$ cat src/rtl/text_console_if.sv
// Character stream, buffer port and cursor status between the console and its neighbours.
// The slave side is the console itself; the master side is the byte source plus the character RAM.
// Guarded build option of the console (CONSOLE_TAB_EN) does not change this interface.
interface text_console_if #(
    parameter int ADDR_W = 12,
    parameter int COL_W  = 7,
    parameter int ROW_W  = 5
);
    logic              in_valid;
    logic [7:0]        in_data;
    logic              in_ready;
    logic              ram_wren;
    logic [ADDR_W-1:0] ram_waddr;
    logic [7:0]        ram_wdata;
    logic [ADDR_W-1:0] ram_raddr;
    logic [7:0]        ram_rdata;
    logic [COL_W-1:0]  cur_col;
    logic [ROW_W-1:0]  cur_row;
    logic              busy;

    modport master (
        output in_valid, in_data, ram_rdata,
        input  in_ready, ram_wren, ram_waddr, ram_wdata, ram_raddr, cur_col, cur_row, busy
    );

    modport slave (
        input  in_valid, in_data, ram_rdata,
        output in_ready, ram_wren, ram_waddr, ram_wdata, ram_raddr, cur_col, cur_row, busy
    );
endinterface

$ cat src/rtl/text_console.sv
// Purpose: cursor-tracking front end writing ASCII bytes into the COLSxROWS character buffer (TAB expansion with CONSOLE_TAB_EN).
// Latency: one WRITE cycle per byte; scroll (ROWS-1)*COLS+1 + COLS cycles; form-feed COLS*ROWS cycles.
// Backpressure: in_ready only in IDLE, so exactly one byte is in flight; busy covers every non-IDLE cycle.
module text_console #(
    parameter int COLS   = 70,
    parameter int ROWS   = 30,
    parameter int ADDR_W = 12,
    parameter int COL_W  = 7,
    parameter int ROW_W  = 5
) (
    input logic          sys_clk,
    input logic          rst,
    text_console_if.slave bus
);
`ifdef CONSOLE_TAB_EN
    typedef enum logic [2:0] {S_IDLE, S_WRITE, S_SCROLL, S_CLEAR_LINE, S_CLEAR_ALL, S_TAB} state_t;
`else
    typedef enum logic [2:0] {S_IDLE, S_WRITE, S_SCROLL, S_CLEAR_LINE, S_CLEAR_ALL} state_t;
`endif

    localparam logic [COL_W-1:0]  LAST_COL = COL_W'(COLS - 1);
    localparam logic [ROW_W-1:0]  LAST_ROW = ROW_W'(ROWS - 1);
    localparam logic [ADDR_W-1:0] COLS_A   = ADDR_W'(COLS);
    localparam logic [ADDR_W-1:0] COPY_N   = ADDR_W'((ROWS - 1) * COLS);
    localparam logic [ADDR_W-1:0] LAST_IDX = ADDR_W'(COLS * ROWS - 1);

    state_t            r_state;
    logic [COL_W-1:0]  r_col;
    logic [ROW_W-1:0]  r_row;
    logic [ADDR_W-1:0] r_idx;    // row*COLS+col, kept incrementally
    logic [7:0]        r_byte;
    logic [ADDR_W-1:0] r_cnt;
    logic              r_wren;
    logic [ADDR_W-1:0] r_waddr;
    logic [7:0]        r_wdata;
    logic [ADDR_W-1:0] r_raddr;
    logic              r_copy;   // write data comes straight from the read port during scroll

    logic [COL_W-1:0]  w_adv_col;
    logic [ROW_W-1:0]  w_adv_row;
    logic [ADDR_W-1:0] w_adv_idx;
    logic              w_adv_scroll;
    logic [ADDR_W-1:0] w_col_ext;
    logic [ROW_W-1:0]  w_nl_row;
    logic [ADDR_W-1:0] w_nl_idx;

    function automatic logic f_printable(input logic [7:0] b);
        return (b >= 8'h20) && (b <= 8'h7E);
    endfunction

    // Next cursor position for a one-column advance and for a newline; the last row scrolls instead of moving.
    always_comb begin
        w_col_ext    = ADDR_W'(r_col);
        w_adv_col    = r_col + 1'b1;
        w_adv_row    = r_row;
        w_adv_idx    = r_idx + 1'b1;
        w_adv_scroll = 1'b0;
        w_nl_row     = r_row;
        w_nl_idx     = COPY_N;
        if (r_col == LAST_COL) begin
            w_adv_col = '0;
            if (r_row == LAST_ROW) begin
                w_adv_scroll = 1'b1;
                w_adv_idx    = COPY_N;
            end else begin
                w_adv_row = r_row + 1'b1;
            end
        end
        if (r_row != LAST_ROW) begin
            w_nl_row = r_row + 1'b1;
            w_nl_idx = r_idx - w_col_ext + COLS_A;
        end
    end

    // Control FSM: byte decode, cursor update, pipelined scroll copy and clears; all outputs registered.
    always_ff @(posedge sys_clk) begin
        if (rst) begin
            r_state <= S_IDLE;
            r_col   <= '0;
            r_row   <= '0;
            r_idx   <= '0;
            r_byte  <= '0;
            r_cnt   <= '0;
            r_wren  <= 1'b0;
            r_waddr <= '0;
            r_wdata <= '0;
            r_raddr <= '0;
            r_copy  <= 1'b0;
        end else begin
            case (r_state)
                S_IDLE: begin
                    r_wren <= 1'b0;
                    r_copy <= 1'b0;
                    if (bus.in_valid) begin
                        r_byte  <= bus.in_data;
                        r_wdata <= 8'h20;
                        r_waddr <= r_idx;
                        if (bus.in_data == 8'h0C) begin
                            r_state <= S_CLEAR_ALL;
                            r_wren  <= 1'b1;
                            r_waddr <= '0;
                        end
`ifdef CONSOLE_TAB_EN
                        else if (bus.in_data == 8'h09) begin
                            r_state <= S_TAB;
                            r_wren  <= 1'b1;
                        end
`endif
                        else begin
                            r_state <= S_WRITE;
                            if (f_printable(bus.in_data)) begin
                                r_wren  <= 1'b1;
                                r_wdata <= bus.in_data;
                            end else if (bus.in_data == 8'h08 && (r_col != '0 || r_row != '0)) begin
                                // one cell back is idx-1 whether or not the row changes
                                r_wren  <= 1'b1;
                                r_waddr <= r_idx - 1'b1;
                            end
                        end
                    end
                end
                S_WRITE: begin
                    r_wren  <= 1'b0;
                    r_state <= S_IDLE;
                    if (f_printable(r_byte)) begin
                        r_col <= w_adv_col;
                        r_row <= w_adv_row;
                        r_idx <= w_adv_idx;
                        if (w_adv_scroll) begin
                            r_state <= S_SCROLL;
                            r_cnt   <= '0;
                            r_raddr <= COLS_A;
                        end
                    end else if (r_byte == 8'h0A) begin
                        r_col <= '0;
                        r_row <= w_nl_row;
                        r_idx <= w_nl_idx;
                        if (r_row == LAST_ROW) begin
                            r_state <= S_SCROLL;
                            r_cnt   <= '0;
                            r_raddr <= COLS_A;
                        end
                    end else if (r_byte == 8'h0D) begin
                        r_col <= '0;
                        r_idx <= r_idx - w_col_ext;
                    end else if (r_byte == 8'h08) begin
                        if (r_col != '0) begin
                            r_col <= r_col - 1'b1;
                            r_idx <= r_idx - 1'b1;
                        end else if (r_row != '0) begin
                            r_row <= r_row - 1'b1;
                            r_col <= LAST_COL;
                            r_idx <= r_idx - 1'b1;
                        end
                    end
                end
                S_SCROLL: begin
                    // cycle k reads k+COLS; cycle k+1 writes that data to k
                    if (r_cnt == COPY_N) begin
                        r_state <= S_CLEAR_LINE;
                        r_copy  <= 1'b0;
                        r_wren  <= 1'b1;
                        r_wdata <= 8'h20;
                        r_waddr <= COPY_N;
                    end else begin
                        r_copy  <= 1'b1;
                        r_wren  <= 1'b1;
                        r_waddr <= r_cnt;
                        r_cnt   <= r_cnt + 1'b1;
                        if (r_cnt + 1'b1 != COPY_N) begin
                            r_raddr <= r_raddr + 1'b1;
                        end
                    end
                end
                S_CLEAR_LINE: begin
                    if (r_waddr == LAST_IDX) begin
                        r_wren  <= 1'b0;
                        r_state <= S_IDLE;
                    end else begin
                        r_waddr <= r_waddr + 1'b1;
                    end
                end
                S_CLEAR_ALL: begin
                    if (r_waddr == LAST_IDX) begin
                        r_wren  <= 1'b0;
                        r_state <= S_IDLE;
                        r_col   <= '0;
                        r_row   <= '0;
                        r_idx   <= '0;
                    end else begin
                        r_waddr <= r_waddr + 1'b1;
                    end
                end
`ifdef CONSOLE_TAB_EN
                S_TAB: begin
                    // a space was written at the cursor this cycle; advance and decide whether to go on
                    r_col <= w_adv_col;
                    r_row <= w_adv_row;
                    r_idx <= w_adv_idx;
                    if (r_col == LAST_COL) begin
                        r_wren <= 1'b0;
                        if (w_adv_scroll) begin
                            r_state <= S_SCROLL;
                            r_cnt   <= '0;
                            r_raddr <= COLS_A;
                        end else begin
                            r_state <= S_IDLE;
                        end
                    end else if (w_adv_col[2:0] == 3'b000) begin
                        r_wren  <= 1'b0;
                        r_state <= S_IDLE;
                    end else begin
                        r_waddr <= w_adv_idx;
                    end
                end
`endif
                default: begin
                    r_state <= S_IDLE;
                    r_wren  <= 1'b0;
                end
            endcase
        end
    end

    assign bus.in_ready  = (r_state == S_IDLE) && !rst;
    assign bus.busy      = (r_state != S_IDLE);
    assign bus.ram_wren  = r_wren;
    assign bus.ram_waddr = r_waddr;
    assign bus.ram_wdata = r_copy ? bus.ram_rdata : r_wdata;
    assign bus.ram_raddr = r_raddr;
    assign bus.cur_col   = r_col;
    assign bus.cur_row   = r_row;
endmodule

$ cat src/flat_wrapper.sv
// flat-port wrapper written by rule: the top's interface ports become plain ports
module text_console_flat 
#(
    parameter int COLS   = 70,
    parameter int ROWS   = 30,
    parameter int ADDR_W = 12,
    parameter int COL_W  = 7,
    parameter int ROW_W  = 5
)
  (sys_clk, rst, bus_in_valid, bus_in_data, bus_ram_rdata, bus_in_ready, bus_ram_wren, bus_ram_waddr, bus_ram_wdata, bus_ram_raddr, bus_cur_col, bus_cur_row, bus_busy);
  text_console_if #(.ADDR_W(ADDR_W), .COL_W(COL_W), .ROW_W(ROW_W)) bus_i ();
  input logic sys_clk;
  input logic rst;
  input wire logic [$bits(bus_i.in_valid)-1:0] bus_in_valid;
  input wire logic [$bits(bus_i.in_data)-1:0] bus_in_data;
  input wire logic [$bits(bus_i.ram_rdata)-1:0] bus_ram_rdata;
  output wire logic [$bits(bus_i.in_ready)-1:0] bus_in_ready;
  output wire logic [$bits(bus_i.ram_wren)-1:0] bus_ram_wren;
  output wire logic [$bits(bus_i.ram_waddr)-1:0] bus_ram_waddr;
  output wire logic [$bits(bus_i.ram_wdata)-1:0] bus_ram_wdata;
  output wire logic [$bits(bus_i.ram_raddr)-1:0] bus_ram_raddr;
  output wire logic [$bits(bus_i.cur_col)-1:0] bus_cur_col;
  output wire logic [$bits(bus_i.cur_row)-1:0] bus_cur_row;
  output wire logic [$bits(bus_i.busy)-1:0] bus_busy;
  assign bus_i.in_valid = bus_in_valid;
  assign bus_i.in_data = bus_in_data;
  assign bus_i.ram_rdata = bus_ram_rdata;
  assign bus_in_ready = bus_i.in_ready;
  assign bus_ram_wren = bus_i.ram_wren;
  assign bus_ram_waddr = bus_i.ram_waddr;
  assign bus_ram_wdata = bus_i.ram_wdata;
  assign bus_ram_raddr = bus_i.ram_raddr;
  assign bus_cur_col = bus_i.cur_col;
  assign bus_cur_row = bus_i.cur_row;
  assign bus_busy = bus_i.busy;
  text_console #(.COLS(COLS), .ROWS(ROWS), .ADDR_W(ADDR_W), .COL_W(COL_W), .ROW_W(ROW_W)) u_core (.sys_clk(sys_clk), .rst(rst), .bus(bus_i));
endmodule
$ cat config.mk
export PLATFORM = sky130hd
export DESIGN_NAME = text_console_flat
export DESIGN_NICKNAME = d
export VERILOG_FILES = /design/src/rtl/text_console_if.sv /design/src/rtl/text_console.sv /design/src/flat_wrapper.sv
export SDC_FILE = /design/constraint.sdc
export NUM_CORES = 1
export LEC_CHECK = 0
export BUFFER_PORTS_ARGS = -buffer_cell sky130_fd_sc_hd__clkbuf_2
export CAP_MARGIN = 20
export CELL_PAD_IN_SITES_DETAIL_PLACEMENT = 0
export CELL_PAD_IN_SITES_GLOBAL_PLACEMENT = 1
export CORE_MARGIN = 10
export CORE_UTILIZATION = 30
export CTS_CLUSTER_SIZE = 16
export DETAILED_ROUTE_END_ITERATION = 6
export GPL_TIMING_DRIVEN = 0
export PLACE_DENSITY = 0.71
export SYNTH_ARGS = -nofsm -noshare
export SYNTH_HDL_FRONTEND = slang
export SYNTH_SLANG_ARGS = --single-unit
$ cat constraint.sdc
create_clock -name sys_clk -period 3.99 [get_ports sys_clk]
set_input_delay 0.9975 -clock sys_clk [delete_from_list [all_inputs] [get_ports sys_clk]]
set_output_delay 0.9975 -clock sys_clk [all_outputs]
set_load 0.02 [all_outputs]
==> summary.md <==
| Metric | Value |
|---|---|
| Fin area | 0.007363 mm^2 |
| Share of layout cells above drive strength 1 | 14.09% |
| Reg2Reg Depth | 11 |
| H-tree depth | 3 |
| Final ANT Viol Nets | 0 |
| Yosys cell types | 84 |
| Remaining Overflow, GRT | 0 |
| FILL cells | 2304 |
| Period minus WS final | 3.858 ns |
| Drt first-iter violations | 534 |
| Worst Path Required | 2.99 ns |
| Die area | 0.02738 mm^2 |
| Crit path to | bus_in_ready |
| Final max-slew violation count | 0 |
| Initial Util | 30.39% |
| Skew-Pair Late Insertion Delay | 0.36 ns |
| Syn. warnings | 0 |
| Syn nets | 902 |
| Global-route wire length before repair | 35720 um |
| Std cell rows | 53 |
| Ys flop type | dfxtp_1 |
| Leak Pwr | 2.744 nW |
| # DRC | 0 |
| Post-Synthesis Cells | 861 |
| Critical path type | primary input to primary output |
| TritonCTS Buffers | 9 |
| Commonest non-fill, non-tap cell in the layout | nor2_1 |
| Fin Setup TNS | 0 ns |
| Setup repair bufs after CTS | 0 |
| Mapped Area | 0.006347 mm^2 |
| Util after Layout | 35.25% |
| Placement Setup Slack | 0.1320 ns |
| Drt pass-1 iters | 5 |
| Synth area leaders | dfxtp_1 26%, nor2_1 6.0%, nand2_1 5.0%, a21oi_1 4.2%, ha_1 4.1% |
| Gates resized, CTS repair | 0 |
| Power Total | 2.765 mW |
| Achievable Freq | 259.2 MHz |
| CORE AREA | 0.02089 mm^2 |
| Crit-path max FO | 10 |
| Maximum vdd ir drop | 193.3 uV |
| Worst Setup SP | rst |
| Root Driver | clkbuf_16 |
| GRT Util Overall | 16.31% |
| Area leader, netlist | dfxtp_1 |
| DRT Wirelength | 22480 um |
| Setup slack after layout | 0.1325 ns |
| Hold/Removal Path Class | flop to flop |
| Reg2reg setup slack | 0.34 ns |
| Clock Sinks | 81 |
| Die width | 165.5 um |
| Pwr Density | 375.4 mW/mm^2 |
| Worst hold slack | 0.4653 ns |
| Worst r2r dst | u_core.r_idx[11]$_SDFFE_PP0P_ |
| I/O pin cnt | 66 |
| Vias in the first global route | 6374 |
| Number of synthesized register bits | 81 |
| Unrepaired setup endpoints after global routing | false |
| Clk slew on worst S/H paths | 0.07 ns |
| Status | complete, no violations |
| Cts-stage hold buffer count | 0 |
| Final setup viols | 0 |
| Diode count | 0 |
| Placed cell areas | 0.007022 mm^2 |
| Most frequent cells in the layout | 102 x nor2_1, 85 x nand2_1, 81 x dfxtp_1, 68 x clkbuf_2, 53 x a21oi_1 |
| Final Non-Filler Cells | 1219 |
| Largest net degree at the start of global routing | 17 |
| Register area share after synthesis | 25.55% |
| DR WL/cell | 18.44 um |
| Slew HR | 30.53% |
| Yosys top cell area share | 25.55% |
| Placed Cells | 1201 |
| Final hold vios | 0 |
| Max Cap Viol | 0 |
| CTS tree | yes |
| Drt via density | 5.537 |
| CP arrival | 2.86 ns |
| Worst-margin pin slew | 1.031 ns |
| Critical Path End Type | primary output |
| Final Cycle Share | 96.68% |
| Gp weighted congestion | 0.8921 |
| P&R area growth vs syn | 16.01% |
| EDFF count, synth | 0 |
| Die height | 165.5 um |
| Async SR Flop Fraction | 0% |
| R2R Path Start | u_core.bus.cur_col[3]$_SDFFE_PP0P_ |
| Avg Cell Area, Syn | 7.372 um^2 |
| DP HPWL | 16990 um |
| Critical Path Start Type | primary input |
| Initial antenna violation count | 0 |
| Setup Skew | 0.009034 ns |
| Clock Tree Buf Depth | 2 |
| Port buffer count | 64 |
| Total number of vias | 6750 |
| Final #Nets | 980 |
-- registers in the layout (all words and copies together), names as in the netlist --
signal and flops:
u_core.bus.cur_col 7, u_core.bus.cur_row 5, u_core.bus.ram_raddr 12, u_core.bus.ram_waddr 12
u_core.bus.ram_wren 1, u_core.r_byte 8, u_core.r_cnt 12, u_core.r_copy 1
u_core.r_idx 12, u_core.r_state 3, u_core.r_wdata 8
-- where the power goes --
part,internal (mW),switching [mW]
Combinational,0.352,0.559
Sequential,0.841,0.0411
Clock,0.562,0.409
Total,1.75,1.01
-- worst min-delay path by stage --
stage	startpoint	end	slack (ns)	depth (start not counted)
after global placement	u_core.bus.ram_raddr[11]$_SDFFE_PP0P_	u_core.bus.ram_raddr[11]$_SDFFE_PP0P_	0.46	2
after CTS	u_core.bus.ram_raddr[11]$_SDFFE_PP0P_	u_core.bus.ram_raddr[11]$_SDFFE_PP0P_	0.47	2
after floorplan	u_core.r_wdata[0]$_SDFFE_PP0P_	u_core.r_wdata[0]$_SDFFE_PP0P_	0.44	2
final	u_core.bus.ram_raddr[11]$_SDFFE_PP0P_	u_core.bus.ram_raddr[11]$_SDFFE_PP0P_	0.47	2
after detailed placement	u_core.bus.ram_raddr[11]$_SDFFE_PP0P_	u_core.bus.ram_raddr[11]$_SDFFE_PP0P_	0.46	2
after global routing	u_core.r_wdata[0]$_SDFFE_PP0P_	u_core.r_wdata[0]$_SDFFE_PP0P_	0.49	2
-- synth_stat cells (4+ instances only) --
library cell and count:
o21ai_0 45, a22oi_1 11, xnor2_1 30, mux2_2 9, nor3_1 38, or2_2 4
and3_1 12, a222oi_1 4, nand3_1 38, ha_1 21, nand2b_1 19, and2_1 5
nor4_1 12, a311oi_1 4, o211ai_1 4, a221oi_1 11, nand2_1 85, a211oi_2 4
dfxtp_1 81, buf_2 10, a21oi_1 53, a211oi_1 13, nand4_1 18, a221o_1 4
xor2_1 18, a21o_1 5, or4b_1 4, and4_1 8, mux2i_1 4, a31oi_1 17
nor2b_1 8, or3_1 11, a32oi_1 4, inv_1 29, clkbuf_1 37, nor2_1 102
-- per-layer routing --
layer | up-vias | GRT usage, % | part of all wire [%]
met5 | - | 0 | 0
met4 | 0 | 4.070 | 1.5
met3 | 23 | 2.578 | 4.0
met2 | 175 | 25.75 | 46
met1 | 3225 | 22.60 | 48
li1 | 3327 | - | -
-- cells by family after synthesis --
family                   after synthesis  share of synthesized area [%]
buffers and inverters                 83                          5.381
AND/OR/NAND/NOR                      390                          31.28
multiplexers                          13                          2.228
flip-flops                            81                          25.55
XOR/XNOR                              48                          6.623
adder cells (fa/ha/maj)               22                          4.455
AO/OA/AOI/OAI                        224                          24.48
-- layout make-up --
class / count / area (um^2) / share of cell area (%)
clock inverter: 7 / 106.4 / 1.444
clock buffer: 9 / 225.2 / 3.059
buffer: 54 / 232.7 / 3.161
sequential: 81 / 1622 / 22.02
multi-input combinational: 697 / 4384 / 59.54
tap: 275 / 344.1 / 4.673
timing repair buffer: 67 / 340.3 / 4.622
inverter: 29 / 108.9 / 1.478
-- critical path: stages --
cell and delay, ns:
clkbuf_1 0.40, clkbuf_1 0.55, buf_1 0.59, nor2_1 0.13
clkbuf_2 0.19
No activity file was read; power rests on OpenSTA's default activity.
